===== src/rtl/fir_pkg.sv =====
// ============================================================================
// fir_pkg : shared constants, state encoding and saturation helper for the FIR
// Revision: 1.0
// ============================================================================
`default_nettype none

package fir_pkg;

  localparam int DW_DEF = 16;
  localparam int RW_DEF = 32;

  localparam logic [1:0] ALU_OP_ADD = 2'b00;
  localparam logic [1:0] ALU_OP_MUL = 2'b01;

  typedef enum logic [2:0] {
    ST_IDLE  = 3'd0,
    ST_ISSUE = 3'd1,
    ST_WAIT  = 3'd2,
    ST_ACC   = 3'd3,
    ST_OUT   = 3'd4
  } fir_state_e;

  // Clamp v into the signed range of a w-bit value (w <= 63).
  function automatic logic signed [63:0] saturate(input logic signed [63:0] v, input int w);
    logic signed [63:0] hi;
    logic signed [63:0] lo;
    hi = (64'sd1 <<< (w - 1)) - 64'sd1;
    lo = -(64'sd1 <<< (w - 1));
    if (v > hi) return hi;
    if (v < lo) return lo;
    return v;
  endfunction

endpackage

`default_nettype wire


===== src/rtl/fir_delay_line.sv =====
// ============================================================================
// fir_delay_line : circular sample buffer, newest sample at wp, read by offset
// Revision: 1.0
// ============================================================================
`default_nettype none

module fir_delay_line #(
  parameter int TAPS = 64,
  parameter int DW   = 16
) (
  input  logic                    clk,
  input  logic                    rst,
  input  logic                    wr_en,
  input  logic [DW-1:0]           wr_data,
  input  logic [$clog2(TAPS)-1:0] rd_offset,
  output logic [DW-1:0]           rd_data
);

  localparam int PW = $clog2(TAPS);

  logic [DW-1:0] line_q [TAPS];
  logic [PW-1:0] wp_q;
  logic [PW-1:0] wp_d;
  logic [PW-1:0] rd_idx;

  always_comb begin
    wp_d = wp_q;
    if (wr_en) wp_d = wp_q + PW'(1);
  end

  // Offset k reaches back k samples; the power-of-two pointer wraps for free.
  assign rd_idx  = wp_q - rd_offset;
  assign rd_data = line_q[rd_idx];

  always_ff @(posedge clk or negedge rst) begin
    if (!rst) begin
      wp_q <= '0;
      for (int i = 0; i < TAPS; i++) line_q[i] <= '0;
    end else begin
      wp_q <= wp_d;
      if (wr_en) line_q[wp_d] <= wr_data;
    end
  end

endmodule

`default_nettype wire


===== src/rtl/fir_alu_sequencer.sv =====
// ============================================================================
// fir_alu_sequencer : issues TAPS multiplies per sample to the shared ALU,
// accumulates the products and emits one saturated output per sample
// Revision: 1.0
// ============================================================================
`default_nettype none

module fir_alu_sequencer
  import fir_pkg::*;
#(
  parameter int TAPS    = 64,
  parameter int DW      = DW_DEF,
  parameter int RW      = RW_DEF,
  parameter int ALU_LAT = 2
) (
  input  logic                    clk,
  input  logic                    rst,
  input  logic [DW-1:0]           x_data,
  input  logic                    x_valid,
  output logic                    x_ready,
  input  logic                    coef_we,
  input  logic [$clog2(TAPS)-1:0] coef_addr,
  input  logic [DW-1:0]           coef_data,
  output logic                    coef_err,
  output logic [DW-1:0]           alu_a,
  output logic [DW-1:0]           alu_b,
  output logic [1:0]              alu_select,
  input  logic [RW-1:0]           alu_result,
  output logic [RW-1:0]           y_data,
  output logic                    y_valid,
  input  logic                    y_ready,
  output logic                    busy
);

  localparam int KW = $clog2(TAPS);
  localparam int AW = RW + KW;
  localparam int CW = $clog2(ALU_LAT + 1);

  fir_state_e state_q, state_d;

  logic [KW-1:0]        k_q, k_d;
  logic [CW-1:0]        cnt_q, cnt_d;
  logic signed [AW-1:0] acc_q, acc_d;
  logic [DW-1:0]        alu_a_q, alu_a_d;
  logic [DW-1:0]        alu_b_q, alu_b_d;
  logic [1:0]           alu_select_q, alu_select_d;
  logic [RW-1:0]        y_data_q, y_data_d;
  logic                 y_valid_q, y_valid_d;
  logic                 coef_err_q, coef_err_d;

  logic [DW-1:0]        coef_q [TAPS];
  logic                 idle;
  logic                 x_accept;
  logic                 coef_wr;
  logic [DW-1:0]        tap_sample;
  logic signed [63:0]   acc_ext;

  assign idle     = (state_q == ST_IDLE);
  assign x_accept = x_valid && idle;
  assign coef_wr  = coef_we && idle;
  assign acc_ext  = {{(64 - AW){acc_q[AW-1]}}, acc_q};

  fir_delay_line #(
    .TAPS (TAPS),
    .DW   (DW)
  ) u_line (
    .clk       (clk),
    .rst       (rst),
    .wr_en     (x_accept),
    .wr_data   (x_data),
    .rd_offset (k_q),
    .rd_data   (tap_sample)
  );

  always_comb begin
    state_d      = state_q;
    k_d          = k_q;
    cnt_d        = cnt_q;
    acc_d        = acc_q;
    alu_a_d      = alu_a_q;
    alu_b_d      = alu_b_q;
    alu_select_d = alu_select_q;
    y_data_d     = y_data_q;
    y_valid_d    = y_valid_q;
    coef_err_d   = coef_we && !idle;

    case (state_q)
      ST_IDLE: begin
        if (x_valid) begin
          acc_d   = '0;
          k_d     = '0;
          state_d = ST_ISSUE;
        end
      end
      ST_ISSUE: begin
        alu_a_d      = tap_sample;
        alu_b_d      = coef_q[k_q];
        alu_select_d = ALU_OP_MUL;
        cnt_d        = CW'(ALU_LAT);
        state_d      = ST_WAIT;
      end
      ST_WAIT: begin
        cnt_d = cnt_q - CW'(1);
        if (cnt_q == CW'(1)) state_d = ST_ACC;
      end
      ST_ACC: begin
        // The accumulator carries log2(TAPS) guard bits, so it cannot wrap.
        acc_d = acc_q + {{KW{alu_result[RW-1]}}, alu_result};
        if (k_q == KW'(TAPS - 1)) begin
          alu_select_d = ALU_OP_ADD;
          state_d      = ST_OUT;
        end else begin
          k_d     = k_q + KW'(1);
          state_d = ST_ISSUE;
        end
      end
      ST_OUT: begin
        if (!y_valid_q) begin
          y_valid_d = 1'b1;
          y_data_d  = RW'(saturate(acc_ext, RW));
        end else if (y_ready) begin
          y_valid_d = 1'b0;
          state_d   = ST_IDLE;
        end
      end
      default: state_d = ST_IDLE;
    endcase
  end

  always_ff @(posedge clk or negedge rst) begin
    if (!rst) begin
      state_q      <= ST_IDLE;
      k_q          <= '0;
      cnt_q        <= '0;
      acc_q        <= '0;
      alu_a_q      <= '0;
      alu_b_q      <= '0;
      alu_select_q <= ALU_OP_ADD;
      y_data_q     <= '0;
      y_valid_q    <= 1'b0;
      coef_err_q   <= 1'b0;
    end else begin
      state_q      <= state_d;
      k_q          <= k_d;
      cnt_q        <= cnt_d;
      acc_q        <= acc_d;
      alu_a_q      <= alu_a_d;
      alu_b_q      <= alu_b_d;
      alu_select_q <= alu_select_d;
      y_data_q     <= y_data_d;
      y_valid_q    <= y_valid_d;
      coef_err_q   <= coef_err_d;
    end
  end

  // A write issued together with a sample accept is seen by that sample's taps.
  always_ff @(posedge clk or negedge rst) begin
    if (!rst) begin
      for (int i = 0; i < TAPS; i++) coef_q[i] <= '0;
    end else if (coef_wr) begin
      coef_q[coef_addr] <= coef_data;
    end
  end

  assign x_ready    = rst && idle;
  assign busy       = !idle;
  assign coef_err   = coef_err_q;
  assign alu_a      = alu_a_q;
  assign alu_b      = alu_b_q;
  assign alu_select = alu_select_q;
  assign y_data     = y_data_q;
  assign y_valid    = y_valid_q;

endmodule

`default_nettype wire


===== config.mk =====
export PLATFORM = sky130hd
export DESIGN_NAME = fir_alu_sequencer
export DESIGN_NICKNAME = d
export VERILOG_FILES = /design/src/rtl/fir_pkg.sv /design/src/rtl/fir_delay_line.sv /design/src/rtl/fir_alu_sequencer.sv
export SDC_FILE = /design/constraint.sdc
export NUM_CORES = 2
export LEC_CHECK = 0
export CAP_MARGIN = 20
export CORE_MARGIN = 3
export CORE_UTILIZATION = 63
export DETAILED_ROUTE_END_ITERATION = 8
export HOLD_SLACK_MARGIN = 0.05
export PLACE_DENSITY = 0.8
export SYNTH_ARGS = -nofsm -noshare
export SYNTH_HDL_FRONTEND = slang
export SYNTH_SLANG_ARGS = --single-unit

===== constraint.sdc =====
create_clock -name clk -period 5 [get_ports clk]
set_input_delay 1.5 -clock clk [delete_from_list [all_inputs] [get_ports clk]]
set_output_delay 1.5 -clock clk [all_outputs]
set_load 0.01 [all_outputs]

==> summary.md <==
| Metric | Value |
|---|---|
| Sequential share of the synthesized area | 54.3% |
| Ys async rst share | 100% |
| Proportion of layout cells with a drive suffix above 1 | 52.6% |
| Distinct cells, synth | 74 |
| CTS tree | done |
| CP Max Fanout | 15 |
| Slowest stage delay, CP | 0.83 ns |
| Fmax | 0.223 GHz |
| Clk_skew | 0.0220 ns |
| RSZ-0062 raised after global routing | no |
| End of the worst register-to-register path | coef_q[551] |
| Worst-Margin Slew | 1.15 ns |
| Data required, critical path | 3.50 ns |
| Post-CTS sizing | 0 |
| Clk sinks | 2,170 |
| HP Class | flop to flop |
| Area grow syn2layout | 11.7% |
| Hold-fix buffers, CTS | 0 |
| Width of the die | 404 um |
| Leakage | 53.0 nW |
| Post-DP HPWL | 145,000 um |
| Mapped Nets | 6,436 |
| DP Cell Count | 8,192 |
| Critical path arrival | 2.99 ns |
| Top FF cell, synth | dfrtp_1 |
| Post-synth EDFFs | 0 |
| Setup violators final | 0 |
| Reg2Reg Depth | 5 |
| Nets | 6,494 |
| Worst-path clk slew | 0.06 ns |
| Overflow after GRT | 0 |
| Setup TNS Final | 0 ns |
| Most common library cell in the layout ignoring fill and taps | dfrtp_1 |
| CP endpoint | x_ready |
| Final Hold Fails | 0 |
| Relative slew slack | 23.2% |
| Design Area, Final | 112,000 sq um |
| # fillers | 9,772 |
| GRT Overall Usage | 30.2% |
| Core Region | 157,000 sq um |
| DR iter-0 viols | 4,416 |
| Max Cap Violations | 0 |
| Reg2Reg Setup Slack | 0.74 ns |
| Period utilization | 89.7% |
| Clock latency on the worst-skew pair | 0.83 ns |
| Vias in the first global route | 60,600 |
| Dpl cell area | 104,000 sq um |
| DIE AREA | 164,000 sq um |
| Power per cell area | 495 nW/um^2 |
| Crit-path cells | nor3_1 > and2_1 > clkdlybuf4s50_1 |
| Number of buffers added on ports | 143 |
| Vias per inst | 6.53 |
| Largest net degree at the start of global routing | 189 |
| Final Util | 71.2% |
| Setup CP Type | flop to output port |
| Avg Cell Area, Syn | 15.8 sq um |
| Final Critical Period | 4.49 ns |
| CP Launch Type | flop |
| # rows | 145 |
| RR Startpoint | state_q[2] |
| Final Wtd Congestion | 0.866 |
| WL/cell | 27.9 um |
| First-pass GRT wire length | 373,000 um |
| Layout Cells excl Fill | 8,611 |
| Io pins | 145 |
| Hold depth | 2 |
| Synth Instances | 6,314 |
| Total power | 55.3 mW |
| H-tree levels | 4 |
| Final WL | 241,000 um |
| Chip Height | 404 um |
| Root Driver | clkbuf_16 |
| VDD IR max | 0.000673 V |
| Setup crit end kind | output port |
| Cell Area, Synth | 100,000 sq um |
| CP max stage cell | nor3_1 |
| TritonRoute pass-1 iters | 5 |
| Clk buf depth | 3 |
| #FFs+latches synth | 2,170 |
| Commonest cells after routing, fill and taps aside | dfrtp_1 (2,167), mux2_2 (2,039), mux4_2 (656) |
| TritonCTS buffer count | 214 |
| Via count | 56,200 |
| Starting Density | 63.7% |
| Antenna-violating nets left | 0 |
| Initial antenna violation count | 11 |
| Worst Setup SP | state_q[2] |
| Synth warnings | 0 |
| DRC violations left | 0 |
| Setup Fix Bufs, Post-CTS | 0 |
| Pins over their slew limit | 0 |
| Status | finished, final reports clean |
==> logic make-up after synthesis <==
logic type	synth area share, %
AOI/OAI and AO/OA	1.58
xor gates and xnor gates	0.403
muxes	38.2
other	0.00375
DFF	54.3
and+or+nand+nor	2.38
buffers and inverters	2.59
adders and majority gates	0.603
==> worst min-delay path by stage <==
| stage | slack (ns) | start | endpoint |
|---|---|---|---|
| 4_1_cts | 0.48 | alu_b[3] | alu_b[3] |
| 5_1_grt | 0.49 | alu_b[3] | alu_b[3] |
| 6_report | 0.47 | alu_b[3] | alu_b[3] |
| 3_5_place_dp | 0.46 | alu_b[3] | alu_b[3] |
| 2_1_floorplan | 0.45 | u_line.line_q[539] | u_line.line_q[539] |
| 3_3_place_gp | 0.46 | alu_b[2] | alu_b[2] |
==> per-stage QoR <==
stage / hold WS, ns / setup slack [ns]
6_report: 0.472 / 0.515
2_1_floorplan: 0.453 / 0.526
4_1_cts: 0.477 / 0.502
3_5_place_dp: 0.463 / 0.218
5_1_grt: 0.493 / 0.415
3_3_place_gp: 0.459 / 0.274
==> metal layers <==
metal,up-vias,global-route usage [%],wire [um]
met5,-,0,69
met4,10,12.3,10400
li1,23600,-,-
met2,1546,49.6,119000
met3,490,4.83,12300
met1,30600,40.7,98300
==> critical path, delay by kind of cell (launching register included) <==
| family | cells | cell delay [ns] |
|---|---|---|
| AND/OR/NAND/NOR | 2 | 1.06 |
| flip-flops | 1 | 0.58 |
| buffers and inverters | 1 | 0.53 |
==> synthesized netlist by cell type, types with 4 or more instances <==
| cell type | instances | area, sq um |
|---|---|---|
| nor3_1 | 14 | 70.1 |
| a21o_1 | 38 | 285 |
| buf_6 | 15 | 169 |
| nor2b_1 | 5 | 31.3 |
| o31ai_1 | 8 | 60.1 |
| and3_1 | 8 | 50.1 |
| o21ai_0 | 55 | 275 |
| mux2_2 | 2039 | 23000 |
| nand3_1 | 21 | 105 |
| o21a_1 | 5 | 37.5 |
| and2_1 | 6 | 37.5 |
| nand2_2 | 4 | 25.0 |
| clkbuf_1 | 359 | 1350 |
| nand3b_1 | 8 | 60.1 |
| o21ai_1 | 4 | 20.0 |
| nor2_4 | 35 | 394 |
| inv_1 | 19 | 71.3 |
| o22ai_1 | 16 | 100 |
| nand2_1 | 206 | 773 |
| xnor2_1 | 28 | 245 |
| nor2_1 | 99 | 372 |
| mux2_1 | 10 | 113 |
| buf_1 | 69 | 259 |
| nor2_2 | 13 | 81.3 |
| mux2i_1 | 32 | 320 |
| nand4_1 | 6 | 37.5 |
| a21oi_1 | 80 | 400 |
| xor2_1 | 18 | 158 |
| buf_2 | 83 | 415 |
| mux4_2 | 656 | 14800 |
| buf_4 | 43 | 323 |
| o21bai_1 | 5 | 37.5 |
| dfrtp_1 | 2170 | 54300 |
| ha_1 | 45 | 563 |
| nand2b_1 | 14 | 87.6 |
| o211ai_1 | 4 | 30.0 |
| or3_1 | 5 | 31.3 |
| a211oi_1 | 4 | 30.0 |
| nor3b_1 | 6 | 45.0 |
| or2_2 | 5 | 31.3 |
==> power breakdown <==
part / internal [mW] / switching [mW] / leakage (nW)
clock network: 9.56 / 6.74 / 3.52
registers: 20.2 / 1.54 / 29.8
logic: 8.47 / 8.82 / 19.7
==> flip-flops by register name, summed over array words and instances (netlist names) <==
register,flops
coef_q,1024
u_line.line_q,1024
acc_q,38
y_data,32
alu_a,16
alu_b,16
k_q,6
u_line.wp_q,6
state_q,3
cnt_q,2
alu_select,1
coef_err,1
y_valid,1
==> area by class of cell <==
cell class | count | area (sq um) | share of cell area, %
Sequential cell | 2170 | 54300 | 48.6
Multi-Input combinational cell | 3555 | 43300 | 38.7
Clock buffer | 331 | 6380 | 5.71
Inverter | 20 | 77.6 | 0.0694
Timing Repair Buffer | 411 | 4360 | 3.90
Antenna cell | 4 | 10.0 | 0.00895
Tap cell | 2058 | 2570 | 2.30
Clock inverter | 62 | 781 | 0.698
Note: power is estimated with default switching activity, not from simulation.
